--- config.mk ---
export PLATFORM = sky130hd
export DESIGN_NAME = proj_seq_ctrl
export DESIGN_NICKNAME = d
export VERILOG_FILES = /design/src/rtl/proj_pkg.sv /design/src/rtl/proj_edge_scan.sv /design/src/rtl/proj_seq_ctrl.sv
export SDC_FILE = /design/constraint.sdc
export NUM_CORES = 1
export LEC_CHECK = 0
export CAP_MARGIN = 10
export CORE_MARGIN = 2
export CORE_UTILIZATION = 55
export CTS_CLUSTER_DIAMETER = 100
export DETAILED_ROUTE_END_ITERATION = 8
export PLACE_DENSITY = 0.81
export SLEW_MARGIN = 30
export SYNTH_ARGS = -nofsm -noshare
export SYNTH_HDL_FRONTEND = slang
export SYNTH_SLANG_ARGS = --single-unit
--- constraint.sdc ---
create_clock -name pixelclk -period 5 [get_ports pixelclk]
set_clock_uncertainty 0.1 [all_clocks]
set_input_delay 1 -clock pixelclk [delete_from_list [all_inputs] [get_ports pixelclk]]
set_output_delay 1 -clock pixelclk [all_outputs]
set_load 0.1 [all_outputs]
--- src/rtl/proj_pkg.sv ---
// -----------------------------------------------------------------------------
// proj_pkg
// Shared definitions for the projection sequencer:
//   - ADDR_W / addr_t : 12-bit pixel-column / RAM address type
//   - state_t         : top-level FSM encoding
//   - scan_result_t   : bundle of the bound computation handed to the top FSM
//   - sat_add/sat_sub : saturating address arithmetic used for the bounds
// -----------------------------------------------------------------------------
package proj_pkg;

    localparam int ADDR_W = 12;

    typedef logic [ADDR_W-1:0] addr_t;

    typedef enum logic [2:0] {
        ST_IDLE,
        ST_CLEAR,
        ST_WAIT_VS,
        ST_ACCUM,
        ST_SCAN,
        ST_REPORT
    } state_t;

    typedef struct packed {
        logic  found;
        addr_t bound_l;
        addr_t bound_r;
    } scan_result_t;

    // min(a + b, max_v), computed one bit wider so the carry cannot wrap.
    function automatic addr_t sat_add(input addr_t a, input addr_t b, input addr_t max_v);
        logic [ADDR_W:0] sum;
        sum = {1'b0, a} + {1'b0, b};
        return (sum > {1'b0, max_v}) ? max_v : sum[ADDR_W-1:0];
    endfunction

    // max(a - b, 0)
    function automatic addr_t sat_sub(input addr_t a, input addr_t b);
        return (a >= b) ? (a - b) : '0;
    endfunction

endpackage

--- src/rtl/proj_edge_scan.sv ---
// -----------------------------------------------------------------------------
// proj_edge_scan
// Walks the projection RAM from address 0 to IMG_WIDTH_LINE-1 while scan_en is
// high, finds the first rising edge and the first falling edge after it, and
// turns them into left/right object bounds.
//
// Ports:
//   clk, rst_n  : clock, asynchronous active-low reset
//   scan_en     : high for the whole SCAN state; low clears all scan state
//   ram_raddr   : read address to the external RAM (1-cycle read latency)
//   ram_dout    : read data, belongs to the address issued one cycle earlier
//   done        : high in the cycle the last datum is consumed
//   result      : bounds and found flag, valid while done is high
// -----------------------------------------------------------------------------
module proj_edge_scan
    import proj_pkg::*;
#(
    parameter int IMG_WIDTH_LINE = 1920,
    parameter int OFFSET_L       = 16,
    parameter int OFFSET_R       = 22
) (
    input  logic              clk,
    input  logic              rst_n,
    input  logic              scan_en,
    output logic [ADDR_W-1:0] ram_raddr,
    input  logic              ram_dout,
    output logic              done,
    output scan_result_t      result
);

    localparam addr_t LAST    = addr_t'(IMG_WIDTH_LINE - 1);
    localparam addr_t CNT_END = addr_t'(IMG_WIDTH_LINE);
    localparam addr_t OFS_L   = addr_t'(OFFSET_L);
    localparam addr_t OFS_R   = addr_t'(OFFSET_R);
    localparam addr_t ONE     = addr_t'(1);

    // cnt_q counts scan cycles 0..IMG_WIDTH_LINE; data for address cnt_q-1
    // arrives in cycle cnt_q, so the scan spans IMG_WIDTH_LINE+1 cycles.
    addr_t cnt_q, cnt_d;
    logic  prev_q, prev_d;
    logic  rise_q, rise_d;
    logic  fall_q, fall_d;
    addr_t l_q, l_d;
    addr_t r_q, r_d;

    logic  data_vld;
    logic  last_dat;
    logic  rise_now;
    addr_t dat_addr;

    assign ram_raddr = (cnt_q > LAST) ? LAST : cnt_q;

    always_comb begin
        // NOTE: every signal gets a default before any branch, so no path
        // leaves one unassigned and no latch is inferred.
        cnt_d    = cnt_q;
        prev_d   = prev_q;
        rise_d   = rise_q;
        fall_d   = fall_q;
        l_d      = l_q;
        r_d      = r_q;
        dat_addr = cnt_q - ONE;
        data_vld = scan_en && (cnt_q != '0);
        last_dat = scan_en && (cnt_q == CNT_END);
        rise_now = data_vld && !rise_q && ram_dout && !prev_q;

        if (!scan_en) begin
            // Outside SCAN everything rests at zero, which also forces the
            // "previous bit" to 0 for the first datum of the next scan.
            cnt_d  = '0;
            prev_d = 1'b0;
            rise_d = 1'b0;
            fall_d = 1'b0;
            l_d    = '0;
            r_d    = '0;
        end else begin
            cnt_d = cnt_q + ONE;
            if (data_vld) begin
                prev_d = ram_dout;
                if (rise_now) begin
                    rise_d = 1'b1;
                    l_d    = sat_add(dat_addr, OFS_L, LAST);
                end else if (rise_q && !fall_q && prev_q && !ram_dout) begin
                    fall_d = 1'b1;
                    r_d    = sat_sub(dat_addr, OFS_R);
                end
                // A run that never falls is closed at the last column.
                if (last_dat && (rise_q || rise_now) && !fall_q && ram_dout) begin
                    r_d = sat_sub(LAST, OFS_R);
                end
            end
        end

        done           = last_dat;
        result.found   = rise_d && (r_d >= l_d);
        result.bound_l = l_d;
        result.bound_r = r_d;
    end

    always_ff @(posedge clk or negedge rst_n) begin
        if (!rst_n) begin
            cnt_q  <= '0;
            prev_q <= 1'b0;
            rise_q <= 1'b0;
            fall_q <= 1'b0;
            l_q    <= '0;
            r_q    <= '0;
        end else begin
            cnt_q  <= cnt_d;
            prev_q <= prev_d;
            rise_q <= rise_d;
            fall_q <= fall_d;
            l_q    <= l_d;
            r_q    <= r_d;
        end
    end

endmodule

--- src/rtl/proj_seq_ctrl.sv ---
// -----------------------------------------------------------------------------
// proj_seq_ctrl
// Column-projection sequencer. Each cycle: clear the external projection RAM,
// wait for a frame start, accumulate marked pixel columns for one frame, scan
// the RAM for the object's horizontal extent, and report it with a
// valid/ack handshake. Repeats while i_enable is high.
//
// Ports:
//   pixelclk, reset_n            : clock, asynchronous active-low reset
//   i_enable                     : run continuous cycles
//   i_vs, i_de, i_hcount, i_mark : video timing and per-pixel object mark
//   ram_we/ram_waddr/ram_din     : RAM write port
//   ram_raddr/ram_dout           : RAM read port (1-cycle read latency)
//   o_valid/i_ack                : result handshake
//   o_found, o_bound_l, o_bound_r: result, stable while o_valid is high
//   o_busy                       : high in every state except IDLE
// -----------------------------------------------------------------------------
module proj_seq_ctrl
    import proj_pkg::*;
#(
    parameter int IMG_WIDTH_LINE = 1920,
    parameter int OFFSET_L       = 16,
    parameter int OFFSET_R       = 22
) (
    input  logic              pixelclk,
    input  logic              reset_n,
    input  logic              i_enable,
    input  logic              i_vs,
    input  logic              i_de,
    input  logic [ADDR_W-1:0] i_hcount,
    input  logic              i_mark,
    output logic              ram_we,
    output logic [ADDR_W-1:0] ram_waddr,
    output logic              ram_din,
    output logic [ADDR_W-1:0] ram_raddr,
    input  logic              ram_dout,
    output logic              o_valid,
    input  logic              i_ack,
    output logic              o_found,
    output logic [ADDR_W-1:0] o_bound_l,
    output logic [ADDR_W-1:0] o_bound_r,
    output logic              o_busy
);

    localparam addr_t LAST = addr_t'(IMG_WIDTH_LINE - 1);
    localparam addr_t ONE  = addr_t'(1);

    state_t state_q, state_d;
    addr_t  clr_cnt_q, clr_cnt_d;
    logic   vs_q;
    logic   valid_q, valid_d;
    logic   found_q, found_d;
    addr_t  bound_l_q, bound_l_d;
    addr_t  bound_r_q, bound_r_d;
    logic   busy_q, busy_d;

    logic         vs_fall;
    logic         accum_wr;
    logic         scan_en;
    logic         scan_done;
    scan_result_t scan_res;

    assign vs_fall  = vs_q && !i_vs;
    assign accum_wr = (state_q == ST_ACCUM) && i_de && i_mark && (i_hcount <= LAST);
    assign scan_en  = (state_q == ST_SCAN);

    proj_edge_scan #(
        .IMG_WIDTH_LINE (IMG_WIDTH_LINE),
        .OFFSET_L       (OFFSET_L),
        .OFFSET_R       (OFFSET_R)
    ) u_edge_scan (
        .clk       (pixelclk),
        .rst_n     (reset_n),
        .scan_en   (scan_en),
        .ram_raddr (ram_raddr),
        .ram_dout  (ram_dout),
        .done      (scan_done),
        .result    (scan_res)
    );

    // The write port is decoded from the current state and inputs rather than
    // registered: the pixel that coincides with the closing vs edge must still
    // land in the RAM, and writes must stop exactly when CLEAR/ACCUM end.
    // The RAM itself is never reset; CLEAR always runs before ACCUM.
    always_comb begin
        ram_we    = 1'b0;
        ram_waddr = '0;
        ram_din   = 1'b0;
        if (state_q == ST_CLEAR) begin
            ram_we    = 1'b1;
            ram_waddr = clr_cnt_q;
        end else if (accum_wr) begin
            ram_we    = 1'b1;
            ram_waddr = i_hcount;
            ram_din   = 1'b1;
        end
    end

    always_comb begin
        state_d   = state_q;
        clr_cnt_d = clr_cnt_q;
        valid_d   = valid_q;
        found_d   = found_q;
        bound_l_d = bound_l_q;
        bound_r_d = bound_r_q;

        case (state_q)
            ST_IDLE: begin
                if (i_enable) begin
                    state_d   = ST_CLEAR;
                    clr_cnt_d = '0;
                end
            end
            ST_CLEAR: begin
                if (clr_cnt_q == LAST) begin
                    state_d   = ST_WAIT_VS;
                    clr_cnt_d = '0;
                end else begin
                    clr_cnt_d = clr_cnt_q + ONE;
                end
            end
            ST_WAIT_VS: begin
                if (vs_fall) state_d = ST_ACCUM;
            end
            ST_ACCUM: begin
                if (vs_fall) state_d = ST_SCAN;
            end
            ST_SCAN: begin
                if (scan_done) begin
                    state_d   = ST_REPORT;
                    valid_d   = 1'b1;
                    found_d   = scan_res.found;
                    bound_l_d = scan_res.bound_l;
                    bound_r_d = scan_res.bound_r;
                end
            end
            ST_REPORT: begin
                // Results are left in place after the handshake; only valid drops.
                if (valid_q && i_ack) begin
                    valid_d   = 1'b0;
                    clr_cnt_d = '0;
                    state_d   = i_enable ? ST_CLEAR : ST_IDLE;
                end
            end
            default: state_d = ST_IDLE;
        endcase

        busy_d = (state_d != ST_IDLE);
    end

    always_ff @(posedge pixelclk or negedge reset_n) begin
        if (!reset_n) begin
            state_q   <= ST_IDLE;
            clr_cnt_q <= '0;
            vs_q      <= 1'b0;
            valid_q   <= 1'b0;
            found_q   <= 1'b0;
            bound_l_q <= '0;
            bound_r_q <= '0;
            busy_q    <= 1'b0;
        end else begin
            // NOTE: non-blocking assignments so every flop samples the values
            // from before this edge, independent of statement order.
            state_q   <= state_d;
            clr_cnt_q <= clr_cnt_d;
            vs_q      <= i_vs;
            valid_q   <= valid_d;
            found_q   <= found_d;
            bound_l_q <= bound_l_d;
            bound_r_q <= bound_r_d;
            busy_q    <= busy_d;
        end
    end

    assign o_valid   = valid_q;
    assign o_found   = found_q;
    assign o_bound_l = bound_l_q;
    assign o_bound_r = bound_r_q;
    assign o_busy    = busy_q;

endmodule

# Yosys cells after proc, flatten, opt, wreduce, memory -nomap -nowiden
# Index checks and enable logic that the tools add are counted.
totals:
  regBits: 82
  input_bits: 20
  out_inout_bits: 53
  wordCells: 110
op_classes:
  addsub: 5
  n_lt_le_gt_ge: 5
  n_eq_ne: 13
  n_mux: 41
  n_reduce_logical: 32
ops:
  columns: ["op", "count"]
  rows:
  - ["two-way mux 12 bit", 17]
  - ["one-hot mux 12 bit (3 select lines)", 1]
  - ["adder 12 x 1 -> 12 bit (second input constant)", 2]
  - ["equality test 12 x 11 -> 1 bit (second input constant)", 2]
  - ["two-way mux 3 bit", 6]
  - ["one-hot mux 3 bit (6 select lines)", 1]
  - ["logical AND 1 bit", 17]
  - ["two-way mux 1 bit", 15]
  - ["adder 12 x 5 -> 13 bit (second input constant)", 1]
  - ["greater-than comparator 13 x 11 -> 1 bit (second input constant)", 1]
  - ["greater-or-equal comparator 12 bit", 1]
  - ["greater-or-equal comparator 12 x 5 -> 1 bit (second input constant)", 1]
  - ["greater-than comparator 12 x 11 -> 1 bit (second input constant)", 1]
  - ["less-or-equal comparator 12 x 11 -> 1 bit (second input constant)", 1]
  - ["!= test 2 bit (second input constant)", 6]
  - ["nonzero test 12 bit", 1]
  - ["subtractor 12 x 1 -> 12 bit (second input constant)", 1]
  - ["subtractor 12 x 5 -> 12 bit (second input constant)", 1]
  - ["AND reduction 3 bit", 3]
  - ["equality test 3 x 2 -> 1 bit (second input constant)", 2]
  - ["equality test 3 bit (second input constant)", 2]
  - ["nonzero test 3 bit", 2]
  - ["zero test 1 bit", 5]
  - ["equality test 3 x 1 -> 1 bit (second input constant)", 1]
  - ["other kinds (5)", 5]

# Logic depth before layout (Yosys ltp)
# Gate-level depths: netlist of the first run.
depth:
  word_depth: 14
  depth_mapped: 23
  ltp_nobuf: 21

# By module
# Synthesis of the first run repeated with hierarchy kept, for this count alone.
unflattened:
  cells_unflattened: 525
  hier_area_um2: 5246.3
by_module_without_submodules:
  columns: ["module", "instances", "cells_each", "area_per_inst_um2", "seq_area_each_um2"]
  rows:
  - ["proj_edge_scan", 1, 346, 3136.8, 975.9]
  - ["proj_seq_ctrl", 1, 179, 2109.5, 1076.0]

# Least setup slack after synthesis of the first run
# Ideal clock, no wire load.
synth_timing:
  path_kind: "input -> output"
  startpoint: "input port i_hcount[11]"
  endpoint: "output port ram_waddr[10]"
  arrival_ps: 3398
  required_time_ps: 3900
  slack_ps: 502
  cell_stages: 4
  path_buffers: 1
  path_cell_list: "nand4b_1 > a41oi_1 > clkbuf_1 > a22o_1"
synth_via:
  elab_chain_cells: 4
synth_rtl:
  columns: ["item", "line", "rtl"]
  rows:
  - ["start: declaration", "proj_seq_ctrl.sv:30", "input logic [ADDR_W-1:0] i_hcount,"]
  - ["less-or-equal comparator 12 x 11 -> 1 bit", "proj_seq_ctrl.sv:64", "assign accum_wr = (state_q == ST_ACCUM) && i_de && i_mark && (i_hcount <= LAST);"]
  - ["logical AND 1 bit", "proj_seq_ctrl.sv:64", null]
  - ["two-way mux 12 bit", "proj_seq_ctrl.sv:92", "end else if (accum_wr) begin"]
  - ["two-way mux 12 bit", "proj_seq_ctrl.sv:89", "if (state_q == ST_CLEAR) begin"]
  - ["end: declaration", "proj_seq_ctrl.sv:33", "output logic [ADDR_W-1:0] ram_waddr,"]
# Every way passes these cells.

# Worst setup path in the final report of the first run
layout_timing:
  startpoint: "register u_edge_scan.cnt_q[1]"
  endpoint: "register found_q (netlist: o_found)"
layout_via:
  elab_chain_cells: 14
  word_cells_on_any_way: 32
  classes_between: "3 x add/sub; 3 x order compare; 1 x eq/ne; 13 x mux; 12 x reduce/logical"
layout_rtl:
  columns: ["item", "line", "rtl"]
  rows:
  - ["start: declaration", "proj_edge_scan.sv:39", "addr_t cnt_q, cnt_d;"]
  - ["start signal: assignment", "proj_edge_scan.sv:109", "cnt_q <= cnt_d;"]
  - ["branches (longest 14 deep; another with adder 12 x 5 -> 13 bit)", null, null]
  - ["end signal: assignment", "proj_seq_ctrl.sv:168", "found_q <= found_d;"]
  - ["end: declaration", "proj_seq_ctrl.sv:52", "logic found_q, found_d;"]
# Several ways; the timed one is not identified.
# A chain may end at the register's enable or synchronous reset.

==> results.toml, run 1 <==
[clock_tree]
htree_levels = 3
clkSinkCount = 82
numCtsBuffers = 9
cts_buffer_depth = 2
cts_root_buf = "clkbuf_8"
cts_setup_buffers = 0
clk_latency_ns = 0.37
hold_buffers = 0
clkTransAtPathRegs_ns = 0.10
cts_tree = "done"

[layout]
final_cell_mix = "82 x dfrtp_1, 56 x nor2_1, 56 x clkdlybuf4s50_1"
nFillCells = 712
area_growth_pct = 20.5
final_cells = 713
nNetsFinal = 640
layout-drive-gt1-share = 0.137
final_common_cell = "dfrtp_1"
num_antenna_cells = 0
final-seq-area_um2 = 2050
multi_input_area_um2 = 2760

[timing]
fmax_mhz = 214
relSlewSlack = 0.341
slew_viol_final = 0
rsz0062_at_grt = "false"
timing.setup.tns_ns = 0
period_share = 0.934
setup_viol = 0
tightestPinTransition_ns = 0.985
period_needed_ns = 4.67
finalHoldViolCount = 0

[setup_path]
path_cells = "inv_1 -> ha_1 -> nor3b_2 -> xnor2_2 -> inv_1 -> ha_1 -> nand3_1 -> nand4_1 -> nor4_1 -> o221ai_2 -> buf_4 -> a31oi_1 -> nand2_1 -> ha_1 -> a21o_1 -> a21o_1 -> a21oi_1 -> o21ai_0 -> a21o_1 -> a21oi_1 -> o31ai_1"
crit_buf_inv = 3
required_ns = 5.13
cpPeakStageDelay_ns = 0.55
worstSetupEndpointType = "register"
crit_slowest_cell = "dfrtp_1"
critPathArrivalTime_ns = 4.80
worst_r2r_path_depth = 21
path_class = "reg -> reg"
r2r_slack_ns = 0.33
path_delay_family = "compound AO/OA/AOI/OAI gates"
crit_path_max_fanout = 10
cp-start-kind = "register"
crit_cells = 21

[power_and_ir_drop]
vdd_drop_max_uv = 272
power_density_nw_per_um2 = 339
p_leak_nw = 2.74

[drt]
first_iter_violations = 293
vias = 4373
route.detailed.drc = 0
wl_mm = 13.1
firstDrtPassIters = 5
viasPerCell = 6.13
drtAntennaViolNets = 0
wire_per_inst_um = 18.3

[global_route]
grt_pass1_vias = 4281
grt_pass1_wl_mm = 21.5
grt_use_total = 0.273
antenna_found_initial = 0
grt_max_degree = 83
grt.overflow.total = 0

[floorplan]
die_w_um = 99.3
start_util = 0.570
ios = 73
die-area_um2 = 9860
core_area_um2 = 8760
die_h_um = 99.3
num_rows = 34

[worst_hold_path]
holdPathStages = 2
hold_path_class = "reg -> reg"

[run_status]
status = "finished, final reports clean"

[logic_synthesis]
ys_async_sr_fraction = 1.00
synth_nets = 577
yosysSeqAreaShare = 0.411
synth_area_leaders = "dfrtp_1 41%, ha_1 5.0%, nor2_1 4.2%, a22o_1 3.7%, nand2_1 3.5%"
netlist_area_um2 = 5000
synth-edff-count = 0
yosysWarnings = 0
syn_area_per_cell_um2 = 9.31
ys_seq_elements = 82
yosys.cell_types.count = 65
syn_inst = 537
yosysTopAreaCell = "dfrtp_1"
synth_ff_type = "dfrtp_1"
synth_top_cell_area_share = 0.411

[place]
io_buffers = 71
dp_hpwl_mm = 9.23
place_congestion = 0.919
place_inst = 697

[flow_run]
maxCapViolCount = 0
[final timing paths]
check / startpoint / endpoint
worst min register to register: o_bound_r[3] / o_bound_r[3]
worst max register to register: u_edge_scan.cnt_q[1] / o_found
max in group asynchronous: reset_n / u_edge_scan.l_q[8]
worst max-delay path: u_edge_scan.cnt_q[1] / o_found
min in group asynchronous: reset_n / u_edge_scan.cnt_q[3]
worst min-delay path: o_bound_r[3] / o_bound_r[3]
[flip-flops by register name, summed over array words and instances, names as in the netlist]
signal              flops
u_edge_scan.r_q        12
u_edge_scan.rise_q      1
o_bound_l              12
vs_q                    1
u_edge_scan.l_q        12
o_bound_r              12
u_edge_scan.prev_q      1
u_edge_scan.fall_q      1
o_busy                  1
o_valid                 1
u_edge_scan.cnt_q      12
clr_cnt_q              12
o_found                 1
state_q                 3
[report_power, final]
part | switching (mW) | total, mW | leakage, nW | internal (mW)
clock | 0.274 | 0.576 | 0.115 | 0.302
sequential | 0.0442 | 0.738 | 1.10 | 0.694
combinational | 0.520 | 0.725 | 1.53 | 0.205
[cells in the mapped netlist, types with 11 or more instances]
cell       n
a22o_1    21
a31oi_1   12
inv_1     14
nand3_1   26
nand2_1   46
and3_1    11
nor2_1    56
clkbuf_1  20
o21ai_0   26
a21oi_1   28
ha_1      20
dfrtp_1   82
xnor2_1   17
xor2_1    16
mux2_2    12
[routing by layer]
layer / vias up / GRT usage / share of wire
li1: 2057 / - / -
met1: 2104 / 0.378 / 0.44
met3: 32 / 0.0625 / 0.073
met4: 0 / 0.0938 / 0.023
met5: - / 0 / 0
met2: 180 / 0.426 / 0.47
[metrics by stage]
step | worst slack (ns) | hold slack, ns | area [um^2] | utilization | power [mW]
2_1_floorplan | 0.502 | 0.360 | 5000 | - | 1.29
3_3_place_gp | 0.479 | 0.360 | 5760 | 0.657 | 1.45
3_5_place_dp | 0.265 | 0.361 | 5760 | 0.658 | 1.47
4_1_cts | 0.173 | 0.383 | 6000 | 0.684 | 2.04
5_1_grt | 0.0194 | 0.418 | 6020 | 0.687 | 2.13
6_report | 0.329 | 0.380 | 6020 | 0.687 | 2.04
[worst min-delay path, delay by kind of cell (launching register included)]
kind	cells	cell delay [ns]
flip-flops	1	0.35
AND/OR/NAND/NOR	2	0.11
[final cells by class]
type / count / area share
multi-input combinational: 407 / 0.458
sequential: 82 / 0.341
timing repair buffer: 86 / 0.131
clock buffer: 10 / 0.0229
tap: 108 / 0.0224
clock inverter: 6 / 0.0160
inverter: 14 / 0.00873
[logic make-up (layout without fill, tap and decap cells)]
family	after synthesis	after routing	share of synthesized area
AO/OA/AOI/OAI	131	131	0.184
XOR/XNOR	36	36	0.0699
adder cells (fa/ha/maj)	20	20	0.0501
buffers and inverters	48	116	0.0431
flip-flops	82	82	0.411
multiplexers	13	13	0.0290
other	1	1	0.000750
AND/OR/NAND/NOR	206	206	0.212
[timing repair]
item | CTS | global route
endpoints found under the hold margin | 0 | 0
gates resized for setup | 0 | 3
endpoints found under the setup margin | 0 | 1
(Power assumes the default switching activity.)
==> run 2, diff against run 1 <==
--- a/config.mk
+++ b/config.mk
@@ -5,7 +5,6 @@
 export SDC_FILE = /design/constraint.sdc
 export NUM_CORES = 1
 export LEC_CHECK = 0
-export CAP_MARGIN = 10
 export CORE_MARGIN = 2
 export CORE_UTILIZATION = 55
 export CTS_CLUSTER_DIAMETER = 100
==> results of run 2 <==
No change in the layout: final DEF, timing and power equal those of run 1.
==> run 3, diff against run 2 <==
--- a/config.mk
+++ b/config.mk
@@ -5,11 +5,11 @@
 export SDC_FILE = /design/constraint.sdc
 export NUM_CORES = 1
 export LEC_CHECK = 0
-export CORE_MARGIN = 2
-export CORE_UTILIZATION = 55
+export CORE_MARGIN = 5
+export CORE_UTILIZATION = 40
 export CTS_CLUSTER_DIAMETER = 100
 export DETAILED_ROUTE_END_ITERATION = 8
-export PLACE_DENSITY = 0.81
+export GPL_TIMING_DRIVEN = 0
 export SLEW_MARGIN = 30
 export SYNTH_ARGS = -nofsm -noshare
 export SYNTH_HDL_FRONTEND = slang
==> run 3 against run 2 <==
  * Via count down 1.1%
  * Combinational power up 5.4%
  * Global-route usage down 8.8 points
  * First-iteration DRC count down 14%
  * Maximum frequency down 2.4%
  * Non-clock buffer count up 27
  * Cell area up 6.2%
  * Critical path depth down 15
  * Highest routed layer unchanged
  * Routed wire length up 3.3%
  * Flip-flop and latch count unchanged
  * Largest power group is now combinational logic
  * Clock-buffer cell count up 1
  * Die area up 50%
==> results.toml, run 3 (same netlist as run 1, synthesis figures left out) <==
[floorplan]
start_util = 0.413
core_area_um2 = 12100
die_w_um = 122
ios = 73
num_rows = 40
die_h_um = 122
die-area_um2 = 14800

[global_route]
grt_use_total = 0.185
grt_pass1_wl_mm = 21.9
grt_max_degree = 46
antenna_found_initial = 0
grt_pass1_vias = 4275
grt.overflow.total = 0

[power_and_ir_drop]
power.total_mw = 2.17
p_leak_nw = 2.82
vdd_drop_max_uv = 193
power_density_nw_per_um2 = 339

[place]
place_inst = 777
place_congestion = 0.885
dp_hpwl_mm = 10.1
io_buffers = 71

[layout]
final-seq-area_um2 = 2050
final_common_cell = "dfrtp_1"
nFillCells = 1171
nNetsFinal = 667
multi_input_area_um2 = 2810
final_cell_mix = "82 x dfrtp_1, 70 x clkdlybuf4s50_1, 56 x nor2_1"
final_cells = 800
num_antenna_cells = 0
layout-drive-gt1-share = 0.128
area_growth_pct = 27.9

[clock_tree]
clkSinkCount = 82
htree_levels = 3
clk_latency_ns = 0.34
cts_root_buf = "clkbuf_16"
numCtsBuffers = 9
cts_buffer_depth = 2
cts_tree = "done"
hold_buffers = 0
clkTransAtPathRegs_ns = 0.06

[drt]
wl_mm = 13.5
route.detailed.drc = 0
vias = 4327
first_iter_violations = 253
firstDrtPassIters = 4
wire_per_inst_um = 16.9
drtAntennaViolNets = 0
viasPerCell = 5.41

[setup_path]
required_ns = 3.90
path_cells = "clkdlybuf4s50_1 -> nand4b_1 -> a41oi_1 -> clkbuf_1 -> a22o_1 -> clkdlybuf4s50_1"
crit_top_cell = "clkdlybuf4s50_1"
path_class = "in -> out"
crit_path_max_fanout = 10
cpPeakStageDelay_ns = 1.14
crit_slowest_cell = "clkdlybuf4s50_1"
cp-start-kind = "primary input"
critPathArrivalTime_ns = 3.69
worstSetupEndpointType = "output port"

[timing]
period_share = 0.957
tightestPinTransition_ns = 0.984
fin_hold_ws_ns = 0.371
slew_viol_final = 0
finalHoldViolCount = 0
fmax_mhz = 209
relSlewSlack = 0.342
setup_viol = 0
rsz0062_at_grt = "false"
period_needed_ns = 4.79

[run_status]
status = "finished, final reports clean"

[flow_run]
maxCapViolCount = 0

[worst_hold_path]
hold_path_class = "reg -> reg"
-- run 3: cell types whose count changed in the layout (fill, tap and decap cells not counted), moves of 6 or more --
cell / delta
clkbuf_16: +9
clkbuf_8: -9
clkdlybuf4s50_1: +14
buf_4: -20
clkbuf_1: +21
buf_2: +6
-- run 3: metrics by stage --
stage	worst slack (ns)	util	TNS, ns	cell area (um^2)
2_1_floorplan	0.502	-	0	5000
3_3_place_gp	-0.428	0.489	-15.97	5920
3_5_place_dp	-0.477	0.491	-0.477	5950
4_1_cts	0.0475	0.521	0	6300
5_1_grt	0.00461	0.528	0	6390
6_report	0.213	0.528	0	6390
-- run 3: report_power, final --
part / total, mW / internal (mW) / switching, mW
sequential: 0.722 / 0.695 / 0.0270
clock: 0.683 / 0.403 / 0.279
combinational: 0.764 / 0.220 / 0.543
total: 2.17 / 1.32 / 0.850
-- run 3: per-layer routing --
layer,routed length (um),vias up,GRT usage
li1,-,2119,-
met2,6130,100,0.300
met5,0,-,0
met3,626,12,0.0381
met1,6570,2096,0.251
met4,191,0,0.0539
-- run 3: path summary, 6_finish.rpt --
path                                           start              endpoint  slack, ns  depth (start not counted)
worst max-delay path                          i_mark          ram_waddr[8]       0.21                          6
worst min-delay path                    o_bound_r[3]          o_bound_r[3]       0.37                          2
worst max register to register  u_edge_scan.cnt_q[0]               o_found       0.26                         23
worst min register to register          o_bound_r[3]          o_bound_r[3]       0.37                          2
max in group asynchronous                    reset_n          clr_cnt_q[9]       3.79                          2
min in group asynchronous                    reset_n  u_edge_scan.cnt_q[6]       0.45                          1
-- run 3: final cells by class --
cell class              instances  area share
well taps                     168      0.0329
clock buffers                  11      0.0380
inverters                      14     0.00881
repair buffers                 79       0.124
clock inverters                 5     0.00959
multi-input cells             407       0.439
flip-flops and latches         82       0.321
plain buffers                  34      0.0270
-- run 3: repair_timing --
item,CTS,global route
endpoints found under the setup margin,1,1
gates cloned,0,0
endpoints found under the hold margin,0,0
gates resized for setup,6,13
buffers inserted,2,5
pin swaps,3,3
-- run 3: worst max-delay path, delay by kind of cell --
kind,cells,cell delay [ns]
buffers and inverters,3,1.97
AOI/OAI and AO/OA,2,0.61
and+or+nand+nor,1,0.11
